**src/rtl/uart_arb_pkg.sv**
```systemverilog
// uart_arb_pkg: shared state encoding, tag base and round-robin pick helper for the UART TX arbiter.
package uart_arb_pkg;

    typedef enum logic [1:0] {IDLE, SEND, WAIT_DONE, TAG} arb_state_t;

    localparam logic [7:0] TAG_BASE = 8'h30;

    // Scans upward from last+1 modulo n; returns last unchanged when nothing is requested.
    function automatic logic [2:0] rr_pick(input logic [7:0] req, input logic [2:0] last, input int n);
        logic [2:0] pick;
        logic [2:0] idx;
        logic found;
        pick = last;
        found = 1'b0;
        for (int k = 1; k <= 8; k++) begin
            idx = 3'((int'(last) + k) % n);
            if (k <= n && !found && req[idx]) begin
                pick = idx;
                found = 1'b1;
            end
        end
        return pick;
    endfunction

endpackage

```
**src/rtl/rr_priority.sv**
```systemverilog
// rr_priority: combinational round-robin picker, shared by the TX arbiter and the RX demux.
module rr_priority
    import uart_arb_pkg::*;
#(
    parameter int NUM_REQ  = 4,
    parameter int ID_WIDTH = $clog2(NUM_REQ)
) (
    input  logic [NUM_REQ-1:0]  req,
    input  logic [ID_WIDTH-1:0] last_grant,
    output logic [ID_WIDTH-1:0] gnt_idx,
    output logic                gnt_valid
);

    assign gnt_idx   = ID_WIDTH'(rr_pick(8'(req), 3'(last_grant), NUM_REQ));
    assign gnt_valid = |req;

endmodule

```
**src/rtl/uart_tx_arbiter.sv**
```systemverilog
// uart_tx_arbiter: round-robin sharing of one UART tx among NUM_REQ byte sources.
// Define UART_TX_ARBITER_TAG_EN to prefix every byte with the ASCII grantee tag.
module uart_tx_arbiter
    import uart_arb_pkg::*;
#(
    parameter  int NUM_REQ      = 4,
    parameter  int BUSY_TIMEOUT = 16,
    localparam int ID_WIDTH     = $clog2(NUM_REQ)
) (
    input  logic                  clk,
    input  logic                  rst,
    input  logic [NUM_REQ-1:0]    req,
    input  logic [NUM_REQ*8-1:0]  req_data,
    output logic [NUM_REQ-1:0]    ack,
    output logic                  tx_send,
    output logic [7:0]            tx_din,
    input  logic                  tx_busy,
    output logic [ID_WIDTH-1:0]   grant_id,
    output logic                  active,
    output logic                  timeout_err
);

    localparam int CW = $clog2(BUSY_TIMEOUT + 1);

    arb_state_t          state_q, state_d;
    logic [ID_WIDTH-1:0] last_q, last_d, gid_q, gid_d, gnt_idx;
    logic [NUM_REQ-1:0]  ack_q, ack_d;
    logic [7:0]          din_q, din_d;
    logic [CW-1:0]       cnt_q, cnt_d;
    logic                send_q, send_d, err_q, err_d, gnt_valid;
`ifdef UART_TX_ARBITER_TAG_EN
    logic [7:0]          data_q, data_d;
    logic                tag_q, tag_d;
`endif

    rr_priority #(.NUM_REQ(NUM_REQ), .ID_WIDTH(ID_WIDTH)) u_pick (
        .req       (req),
        .last_grant(last_q),
        .gnt_idx   (gnt_idx),
        .gnt_valid (gnt_valid)
    );

    always_comb begin
        state_d = state_q;
        last_d  = last_q;
        gid_d   = gid_q;
        ack_d   = '0;
        send_d  = send_q;
        din_d   = din_q;
        err_d   = err_q;
        cnt_d   = '0;
`ifdef UART_TX_ARBITER_TAG_EN
        data_d  = data_q;
        tag_d   = tag_q;
`endif
        case (state_q)
            IDLE: if (gnt_valid && !tx_busy) begin
                state_d = SEND;
                send_d  = 1'b1;
                ack_d   = NUM_REQ'(1) << gnt_idx;
                gid_d   = gnt_idx;
                last_d  = gnt_idx;
`ifdef UART_TX_ARBITER_TAG_EN
                din_d   = TAG_BASE + 8'(gnt_idx);
                data_d  = req_data[gnt_idx*8 +: 8];
                tag_d   = 1'b1;
`else
                din_d   = req_data[gnt_idx*8 +: 8];
`endif
            end
            SEND: if (tx_busy) begin
                send_d  = 1'b0;
                state_d = WAIT_DONE;
            end else if (cnt_q == CW'(BUSY_TIMEOUT - 1)) begin
                // tx never answered: drop the character (and any pending data byte)
                send_d  = 1'b0;
                err_d   = 1'b1;
                state_d = IDLE;
            end else begin
                cnt_d   = cnt_q + CW'(1);
            end
`ifdef UART_TX_ARBITER_TAG_EN
            WAIT_DONE: if (!tx_busy) state_d = tag_q ? TAG : IDLE;
            TAG: begin
                din_d   = data_q;
                send_d  = 1'b1;
                tag_d   = 1'b0;
                state_d = SEND;
            end
`else
            WAIT_DONE: if (!tx_busy) state_d = IDLE;
`endif
            default: state_d = IDLE;
        endcase
    end

    always_ff @(posedge clk or posedge rst) begin
        if (rst) begin
            state_q <= IDLE;
            last_q  <= ID_WIDTH'(NUM_REQ - 1);
            gid_q   <= '0;
            ack_q   <= '0;
            send_q  <= 1'b0;
            din_q   <= 8'h00;
            err_q   <= 1'b0;
            cnt_q   <= '0;
`ifdef UART_TX_ARBITER_TAG_EN
            data_q  <= 8'h00;
            tag_q   <= 1'b0;
`endif
        end else begin
            state_q <= state_d;
            last_q  <= last_d;
            gid_q   <= gid_d;
            ack_q   <= ack_d;
            send_q  <= send_d;
            din_q   <= din_d;
            err_q   <= err_d;
            cnt_q   <= cnt_d;
`ifdef UART_TX_ARBITER_TAG_EN
            data_q  <= data_d;
            tag_q   <= tag_d;
`endif
        end
    end

    assign ack         = ack_q;
    assign tx_send     = send_q;
    assign tx_din      = din_q;
    assign grant_id    = gid_q;
    assign active      = state_q != IDLE;
    assign timeout_err = err_q;

endmodule

```
**config.mk**
```make
export PLATFORM = sky130hd
export DESIGN_NAME = uart_tx_arbiter
export DESIGN_NICKNAME = d
export VERILOG_FILES = /design/src/rtl/uart_arb_pkg.sv /design/src/rtl/rr_priority.sv /design/src/rtl/uart_tx_arbiter.sv
export SDC_FILE = /design/constraint.sdc
export NUM_CORES = 1
export LEC_CHECK = 0
export ABC_AREA = 1
export ABC_CLOCK_PERIOD_IN_PS = 3500
export CORE_MARGIN = 3
export CORE_UTILIZATION = 49
export CTS_CLUSTER_DIAMETER = 100
export DETAILED_ROUTE_END_ITERATION = 7
export GPL_TIMING_DRIVEN = 0
export HOLD_SLACK_MARGIN = 0.05
export PLACE_DENSITY = 0.84
export SYNTH_ARGS = -nofsm -noshare
export SYNTH_HDL_FRONTEND = slang
export SYNTH_SLANG_ARGS = --single-unit
```
**constraint.sdc**
```tcl
create_clock -name clk -period 3.5 [get_ports clk]
set_clock_uncertainty 0.2 [all_clocks]
set_input_delay 0.7 -clock clk [delete_from_list [all_inputs] [get_ports clk]]
set_output_delay 0.7 -clock clk [all_outputs]
set_load 0.02 [all_outputs]
```
==> Word level (Yosys, flattened, before mapping) <==
Index checks and enable logic that the tools add are counted.
{ "totals": {"wordCells": 79, "memories": 0, "out_inout_bits": 17, "inputBits": 39, "mem_bits_ro": 0, "reg_bits": 25, "latchBits": 0, "ramBits": 0} }
{ "op_classes": {"bitwise_logic": 5, "addsub": 5, "muxes": 29, "shifts": 2, "n_mul": 0, "magnitude_cmp": 4, "n_eq_ne": 6, "div": 0, "n_reduce_logical": 20} }
{ "ops": {"columns": ["op", "n"], "rows": [
  ["32-bit by 6-bit variable part select with 8-bit output", 1],
  ["3-bit by 4-bit < comparator with 1-bit output, second input constant", 4],
  ["2-bit two-way mux", 8],
  ["5-bit two-way mux", 3],
  ["1-bit binary-select mux with 3-bit select", 4],
  ["1-bit two-way mux", 10],
  ["3-bit AND reduction", 3],
  ["4-bit two-way mux", 2],
  ["2-bit OR reduction", 4],
  ["2-bit case mux with 3 select lines", 1],
  ["5-bit by 1-bit adder with 5-bit output, second input constant", 1],
  ["5-bit by 4-bit equality test with 1-bit output, second input constant", 1],
  ["2-bit by 1-bit adder with 2-bit output, second input constant", 2],
  ["2-bit adder, second input constant", 2],
  ["1-bit bitwise AND, first input constant", 4],
  ["1-bit logical AND", 4],
  ["1-bit zero test", 4],
  ["2-bit inequality test, second input constant", 2],
  ["2-bit nonzero test", 2],
  ["4-bit OR reduction", 1],
  ["1-bit by 2-bit left shift with 4-bit output, first input constant", 1],
  ["3-bit inequality test, second input constant", 1],
  ["2-bit by 1-bit equality test with 1-bit output, second input constant", 1],
  ["2-bit equality test, second input constant", 1],
  ["4 further kinds", 4]
]} }

==> Depth between registers and ports, before layout <==
Gate-level depths: netlist (run 1).
{ "depth": {"word_depth": 18, "mapped_depth": 14, "ltp_nobuf": 13} }

==> Hierarchy <==
From an unflattened synthesis (run 1), not the netlist that was laid out.
{ "unflattened": {"cells_unflattened": 220, "area_unflattened_um2": 1570.3} }
{ "modules_own_cells": {"columns": ["mod", "seq_area_each_um2", "area_per_inst_um2", "n_inst", "cells_each"], "rows": [
  ["uart_tx_arbiter", 628.1, 1316.3, 1, 176],
  ["rr_priority", 0.0, 254.0, 1, 44]
]} }

==> Worst setup path before layout (run 1) <==
OpenSTA, ideal clock, no wires.
{ "synth_path": {"kind": "in2reg", "start": "in req[1]", "end": "reg din_q[0] (netlist: tx_din[0])", "setup_ps": 118, "cell_stages": 13, "setup_slack_ps": 1564, "arrival_ps": 1618, "required_ps": 3182, "path_buffers": 1, "cell_sequence": "nand2_1 nand2_4 nand2_4 nand2_4 inv_4 nand3_4 inv_2 nand2_1 nand2_2 buf_6 nand3_2 nand3_1 nand2_1"} }
{ "synth_via": {"elab_chain_cells": 13, "elab_cells_between_ends": 25, "cone_classes": "shift: 1; mux: 15; reduce/logical: 9"} }
{ "synth_lines": {"columns": ["element", "line_no", "rtl"], "rows": [
  ["start, declared", "uart_tx_arbiter.sv:12", "input logic [NUM_REQ-1:0] req,"],
  ["1-bit binary-select mux with 3-bit select", "uart_arb_pkg.sv:17", "if (k <= n && !found && req[idx]) begin"],
  ["1-bit two-way mux (not written as such)", "uart_arb_pkg.sv:17", null],
  ["1-bit two-way mux", "uart_arb_pkg.sv:17", null],
  ["1-bit zero test", "uart_arb_pkg.sv:17", null],
  ["1-bit logical AND", "uart_arb_pkg.sv:17", null],
  ["1-bit two-way mux", "uart_arb_pkg.sv:17", null],
  ["1-bit zero test", "uart_arb_pkg.sv:17", null],
  ["1-bit logical AND", "uart_arb_pkg.sv:17", null],
  ["1-bit two-way mux", "uart_arb_pkg.sv:17", null],
  ["1-bit zero test", "uart_arb_pkg.sv:17", null],
  ["1-bit logical AND", "uart_arb_pkg.sv:17", null],
  ["2-bit two-way mux", "uart_arb_pkg.sv:17", null],
  ["32-bit by 6-bit variable part select with 8-bit output", "uart_tx_arbiter.sv:68", "din_d = req_data[gnt_idx*8 +: 8];"],
  ["end signal, assigned", "uart_tx_arbiter.sv:117", "din_q <= din_d;"],
  ["end, declared", "uart_tx_arbiter.sv:28", "logic [7:0] din_q, din_d;"]
]} }
Several ways; a longest one is shown, not always the timed one. The select of a mux whose other input is x is not followed.
A chain may end at the register's enable or synchronous reset.

==> Worst setup path in the final report (run 1) <==
{ "layout_path": {"start": "reg state_q[1]", "end": "out active"} }
{ "layout_via": {"elab_chain_cells": 1} }
{ "layout_lines": {"columns": ["element", "line_no", "rtl"], "rows": [
  ["start, declared", "uart_tx_arbiter.sv:25", "arb_state_t state_q, state_d;"],
  ["start signal, assigned", "uart_tx_arbiter.sv:112", "state_q <= state_d;"],
  ["2-bit nonzero test", "uart_tx_arbiter.sv:131", "assign active = state_q != IDLE;"],
  ["end, declared", "uart_tx_arbiter.sv:19", "output logic active,"]
]} }
No other way between the ends.

==> results.py, run 1 <==
metrics = {
    "die": {
        "core_sq_um": 3103,
        "num_rows": 20,
        "die_w_microns": 63.51,
        "die-area_sq_um": 4033,
        "initial_core_util_pct": 52.22,
        "die_y_microns": 63.51,
        "ios": 56,
    },
    "route": {
        "drt_wl_total_microns": 3971,
        "antenna_left": 0,
        "wl_per_cell_microns": 12.57,
        "num_vias": 1600,
        "firstDrtPassIters": 4,
        "drt_iter0_markers": 69,
        "drc": 0,
        "viasPerCell": 5.063,
    },
    "sta": {
        "tns_ps": 0,
        "tightest_slew_ps": 916.2,
        "slew_viol_final": 0,
        "max_freq_mhz": 416.3,
        "period_minus_slack_ps": 2402,
        "rsz0062_at_grt": "no",
        "hold_viol": 0,
        "max_slew_margin_pct": 38.85,
        "setup_viol": 0,
        "holdWs_ps": 271.2,
        "period_share_pct": 68.64,
    },
    "global_routing": {
        "grt_max_degree": 26,
        "grt_pass1_vias": 1618,
        "antenna_found_initial": 0,
        "grt.overflow.total": 0,
        "grtUsageTotal_pct": 21.68,
        "grt_pass1_wl_microns": 7148,
    },
    "clocking": {
        "cts_resized": 0,
        "cts_max_path_buffers": 2,
        "path_clk_slew_ps": 140,
        "clock-sinks": 25,
        "cts-buffers-inserted": 3,
        "clk_latency_ps": 320,
        "cts_tree": "built",
        "cts_setup_buffers": 0,
        "cts_hold_buf": 0,
        "root_buffer": "clkbuf_4",
        "cts_max_level": 1,
    },
    "pwr": {
        "powerDensity_nw_per_um2": 979.2,
        "clkPwrFrac_pct": 5.9,
        "p_leak_uw": 0.001091,
        "power_frac_seq_pct": 21.1,
        "vdd_ir_drop_max_uv": 610.1,
        "switching_power_uw": 1155,
        "combPwrFrac_pct": 73.0,
        "switching_share_pct": 52.30,
        "power_uw": 2209,
        "p_int_uw": 1054,
    },
    "worst_hold_path": {
        "hold_path.class": "reg -> reg",
    },
    "synth": {
        "synth_commonest_cells": "55 x nand2_1, 50 x nand3_1, 23 x dfrtp_1, 15 x nand2_2, 15 x nor2_1",
        "synth_area_leaders": "dfrtp_1 36%, nand3_1 15%, nand2_1 13%, nand2_2 5.8%, nand3_2 4.3%",
        "synth_cell_type_count": 24,
        "avgSynthCellArea_sq_um": 7.607,
        "synthFlopType": "dfrtp_1",
        "synth_seq_cells": 25,
        "ys_seq_area_share_pct": 38.76,
        "synth_area_sq_um": 1620,
        "ys_warn_count": 0,
        "synth_top_cell_area_share_pct": 35.52,
        "synthCells": 213,
        "synth_edf_count": 0,
        "synth.most_common_cell": "nand2_1",
        "yosysTopAreaCell": "dfrtp_1",
        "synthesis.nets": 253,
        "synthArstFlopShare_pct": 100.0,
    },
    "placement": {
        "gp_congestion": 0.8428,
        "dpl.hpwl_microns": 3182,
        "io_buffers": 55,
    },
    "cells_and_area": {
        "antennaDiodeCount": 0,
        "fin_nets": 313,
        "layout-drive-gt1-share_pct": 16.18,
        "synthToLayoutAreaGrowth_pct": 39.23,
    },
    "outcome": {
        "status": "complete, no violations",
    },
    "worst_setup_path": {
        "crit_path_end_kind": "output pin",
        "crit_path_end": "active",
        "timing.rr.end": "tx_din[3]",
        "setup.worst_path.class": "reg -> out",
        "cpMaxStageDelayCell": "clkdlybuf4s50_1",
        "slowest_delay_ps": 530,
        "crit_path_start": "state_q[1]",
        "cp_data_arrival_time_ps": 1500,
        "worstPathRequired_ps": 2600,
        "r2r_start": "last_q[0]",
        "rrSetupSlack_ps": 1350,
        "crit_chain": "nor2_1 > inv_1 > clkdlybuf4s50_1",
        "rr_worst_depth": 10,
        "startpoint_type": "flop",
        "critical_path.max_fanout": 4,
    },
    "flow_run": {
        "max_cap_violations": 0,
    },
}
[power groups by stage]
stage               Combinational [uW]  Clock, uW  Sequential, uW
floorplan                         1060          0             560
global placement                  1580          0             471
detailed placement                1610          0             471
CTS                               1620        136             466
global route                      1780        151             479
finish                            1610        131             466
[routing by layer]
layer | GRT usage [%] | wire [microns] | up-vias
met2 | 38.33 | 1936 | 54
li1 | - | - | 814
met4 | 2.965 | 57 | 0
met5 | 0 | 0 | -
met1 | 26.85 | 1715 | 726
met3 | 5.882 | 263 | 6
[worst min path at each step]
stage,from,end,slack [ps],cells after the start
2_1_floorplan,cnt_q[0],cnt_q[0],230,1
3_3_place_gp,timeout_err,timeout_err,250,1
3_5_place_dp,timeout_err,timeout_err,250,1
4_1_cts,cnt_q[0],cnt_q[0],270,1
5_1_grt,cnt_q[0],cnt_q[0],310,1
6_report,timeout_err,timeout_err,270,1
[registers in the layout, indices dropped and copies added, names as in the netlist]
register / cells
ack: 4
tx_send: 1
tx_din: 8
timeout_err: 1
last_q: 2
grant_id: 2
state_q: 2
cnt_q: 5
[worst max-delay path, delay by kind of cell, from the launching register on]
kind / cells / cell delay, ps
buf+inv: 2 / 590
flops: 1 / 440
simple gates: 1 / 150
[layout make-up]
cell class                 count  area, sq um
multi-input combinational    165        873.3
fill                         270        847.1
sequential                    25        628.1
timing repair buffer          55        550.5
inverter                      17        66.31
tap                           44        55.05
buffer                         6        52.55
clock buffer                   3        22.52
clock inverter                 1        7.507
[cell usage in the layout (no fill, tap or decap), types with 2 or more instances in the layout]
cell	Yosys	routed
a21oi_1	4	4
clkbuf_4	0	3
dfstp_2	2	2
nand2_1	55	55
clkdlybuf4s50_1	0	55
dfrtp_1	23	23
nand3_2	7	7
inv_2	3	3
nand2_4	6	6
inv_1	13	13
nand3_1	50	50
o21ai_0	4	4
nand3_4	2	2
buf_6	4	4
nand2_2	15	15
nor2_1	15	15
[per-stage QoR]
step	worst slack, ps	util (%)	cells	instance area (sq um)
after floorplan	1564	-	213	1620
after global placement	795.9	71.73	312	2226
after detailed placement	801.9	71.73	312	2226
after CTS	1088	72.70	316	2256
after global routing	917.9	72.70	316	2256
final	1098	72.70	316	2256
[cell families after synthesis]
family | count (synthesis) | share of synthesized area (%)
AO/OA/AOI/OAI | 11 | 3.784
XOR/XNOR | 1 | 0.5406
flip-flops | 25 | 38.76
buffers and inverters | 23 | 7.336
adder cells (fa/ha/maj) | 1 | 0.7721
AND/OR/NAND/NOR | 152 | 48.80
Note: power is estimated with default switching activity, not from simulation.
==> inputs of run 2 (changes only) <==
Settings changed: ABC_CLOCK_PERIOD_IN_PS 3500 to 2300, CORE_UTILIZATION 49 to 45, PLACE_DENSITY 0.84 to 0.78.
Clock period 3.5 ns to 2.3 ns, I/O delays scaled along.
==> run 2 against run 1 <==
  * First-iteration DRC count down 39%
  * Via count up 1.8%
  * Power up 52%
  * Worst hold slack worse by 2.6 ps
  * Cell count up 0.63%
  * Largest power group unchanged
  * Utilization down 6.0 points
  * Combinational power up 52%
  * Critical endpoint unchanged
  * Routed wire length up 0.86%
==> results.py, run 2 (synthesis results as in run 1) <==
metrics = {
    "outcome": {
        "status": "complete, no violations",
    },
    "worst_setup_path": {
        "setup.worst_path.class": "reg -> out",
        "rr_worst_depth": 11,
        "critical_path.max_fanout": 4,
        "worstPathRequired_ps": 1640,
        "crit_path_end_kind": "output pin",
        "cp_data_arrival_time_ps": 1550,
        "startpoint_type": "flop",
        "timing.rr.end": "tx_din[5]",
        "rrSetupSlack_ps": 160,
        "r2r_start": "last_q[0]",
    },
    "global_routing": {
        "grtUsageTotal_pct": 20.12,
        "grt.overflow.total": 0,
        "grt_pass1_vias": 1538,
        "antenna_found_initial": 0,
        "grt_pass1_wl_microns": 6913,
        "grt_max_degree": 26,
    },
    "clocking": {
        "root_buffer": "clkbuf_4",
        "cts_max_level": 1,
        "cts-buffers-inserted": 3,
        "clock-sinks": 25,
        "cts_setup_buffers": 0,
        "clk_latency_ps": 330,
        "cts_tree": "built",
        "path_clk_slew_ps": 140,
        "cts_hold_buf": 0,
        "cts_max_path_buffers": 2,
    },
    "sta": {
        "slew_viol_final": 0,
        "max_freq_mhz": 453.4,
        "hold_viol": 0,
        "period_share_pct": 95.89,
        "tightest_slew_ps": 912.3,
        "period_minus_slack_ps": 2206,
        "holdWs_ps": 268.6,
        "rsz0062_at_grt": "no",
        "max_slew_margin_pct": 39.12,
        "setup_viol": 0,
    },
    "cells_and_area": {
        "fill_cells": 302,
        "layout-drive-gt1-share_pct": 16.54,
        "antennaDiodeCount": 0,
        "fin_nets": 313,
        "seq_area_sq_um": 628.1,
        "layout_common_cells": "55 x nand2_1, 55 x clkdlybuf4s50_1, 50 x nand3_1, 23 x dfrtp_1",
        "multi_input_area_sq_um": 873.3,
        "largest_reg_flops": 8,
        "synthToLayoutAreaGrowth_pct": 39.46,
    },
    "worst_hold_path": {
        "hold_end": "cnt_q[0]",
        "whs_path_depth": 1,
        "worst_hold_startpoint": "cnt_q[0]",
        "hold_path.class": "reg -> reg",
    },
    "pwr": {
        "powerDensity_nw_per_um2": 1483,
        "combPwrFrac_pct": 72.7,
        "switching_power_uw": 1747,
        "p_int_uw": 1605,
        "clkPwrFrac_pct": 6.2,
        "p_leak_uw": 0.001095,
        "power_uw": 3352,
        "switching_share_pct": 52.12,
        "vdd_ir_drop_max_uv": 858.6,
        "power_frac_seq_pct": 21.2,
    },
    "die": {
        "ios": 56,
        "initial_core_util_pct": 47.80,
        "core_sq_um": 3390,
        "die-area_sq_um": 4357,
        "num_rows": 21,
        "die_y_microns": 66.01,
        "die_w_microns": 66.01,
    },
    "route": {
        "num_vias": 1628,
        "wl_per_cell_microns": 12.59,
        "viasPerCell": 5.119,
        "firstDrtPassIters": 4,
        "antenna_left": 0,
        "drt_iter0_markers": 42,
        "drc": 0,
        "drt_wl_total_microns": 4005,
    },
    "flow_run": {
        "max_cap_violations": 0,
    },
    "placement": {
        "dpl.hpwl_microns": 3191,
        "gp_congestion": 0.8807,
        "io_buffers": 55,
    },
}
run 2: per-stage QoR:
| step | cells | setup WS, ps | TNS [ps] | utilization, % | area [sq um] |
|---|---|---|---|---|---|
| 4_1_cts | 318 | 90.65 | 0 | 66.63 | 2258 |
| 3_5_place_dp | 314 | -154.9 | -1253 | 65.74 | 2228 |
| 2_1_floorplan | 213 | 423.4 | 0 | - | 1620 |
| 6_report | 318 | 94.49 | 0 | 66.67 | 2260 |
| 3_3_place_gp | 314 | -149.2 | -1221 | 65.74 | 2228 |
| 5_1_grt | 318 | 3.919 | 0 | 66.67 | 2260 |
run 2: final cells by class:
type	instances	area share, %
clock buffer	3	0.9967
inverter	17	2.935
sequential	25	27.80
tap	46	2.547
timing repair buffer	55	24.36
clock inverter	1	0.3322
multi-input combinational	165	38.65
buffer	6	2.381
run 2: worst max path at each step:
stage | from | to | slack, ps
floorplan | last_q[0] | tx_din[0] | 420
global placement | req[0] | tx_din[0] | -150
detailed placement | req[0] | tx_din[0] | -150
CTS | state_q[1] | active | 90
global route | last_q[0] | tx_din[1] | 4
finish | state_q[1] | active | 90
run 2: timing repair:
action,in CTS,in global routing
resized for setup,0,1
hold endpoints to repair,0,0
endpoints found under the setup margin,0,8
run 2: worst max-delay path: stages, from the launching register on:
cell and delay [ps]:
dfrtp_1 440, nor2_1 160, inv_1 80, clkdlybuf4s50_1 530
run 2: power groups by stage:
stage / Sequential [uW] / Combinational [uW] / Clock [uW]
2_1_floorplan: 852 / 1610 / 0
3_3_place_gp: 718 / 2400 / 0
3_5_place_dp: 717 / 2440 / 0
4_1_cts: 710 / 2440 / 212
5_1_grt: 732 / 2700 / 229
6_report: 710 / 2440 / 206
run 2: layer usage:
| metal | part of all wire (%) | up-vias | GRT usage, % |
|---|---|---|---|
| li1 | - | 817 | - |
| met1 | 42 | 748 | 26.42 |
| met2 | 49 | 54 | 32.54 |
| met3 | 7.3 | 9 | 5.782 |
| met4 | 1.5 | 0 | 5.076 |
| met5 | 0 | - | 0 |
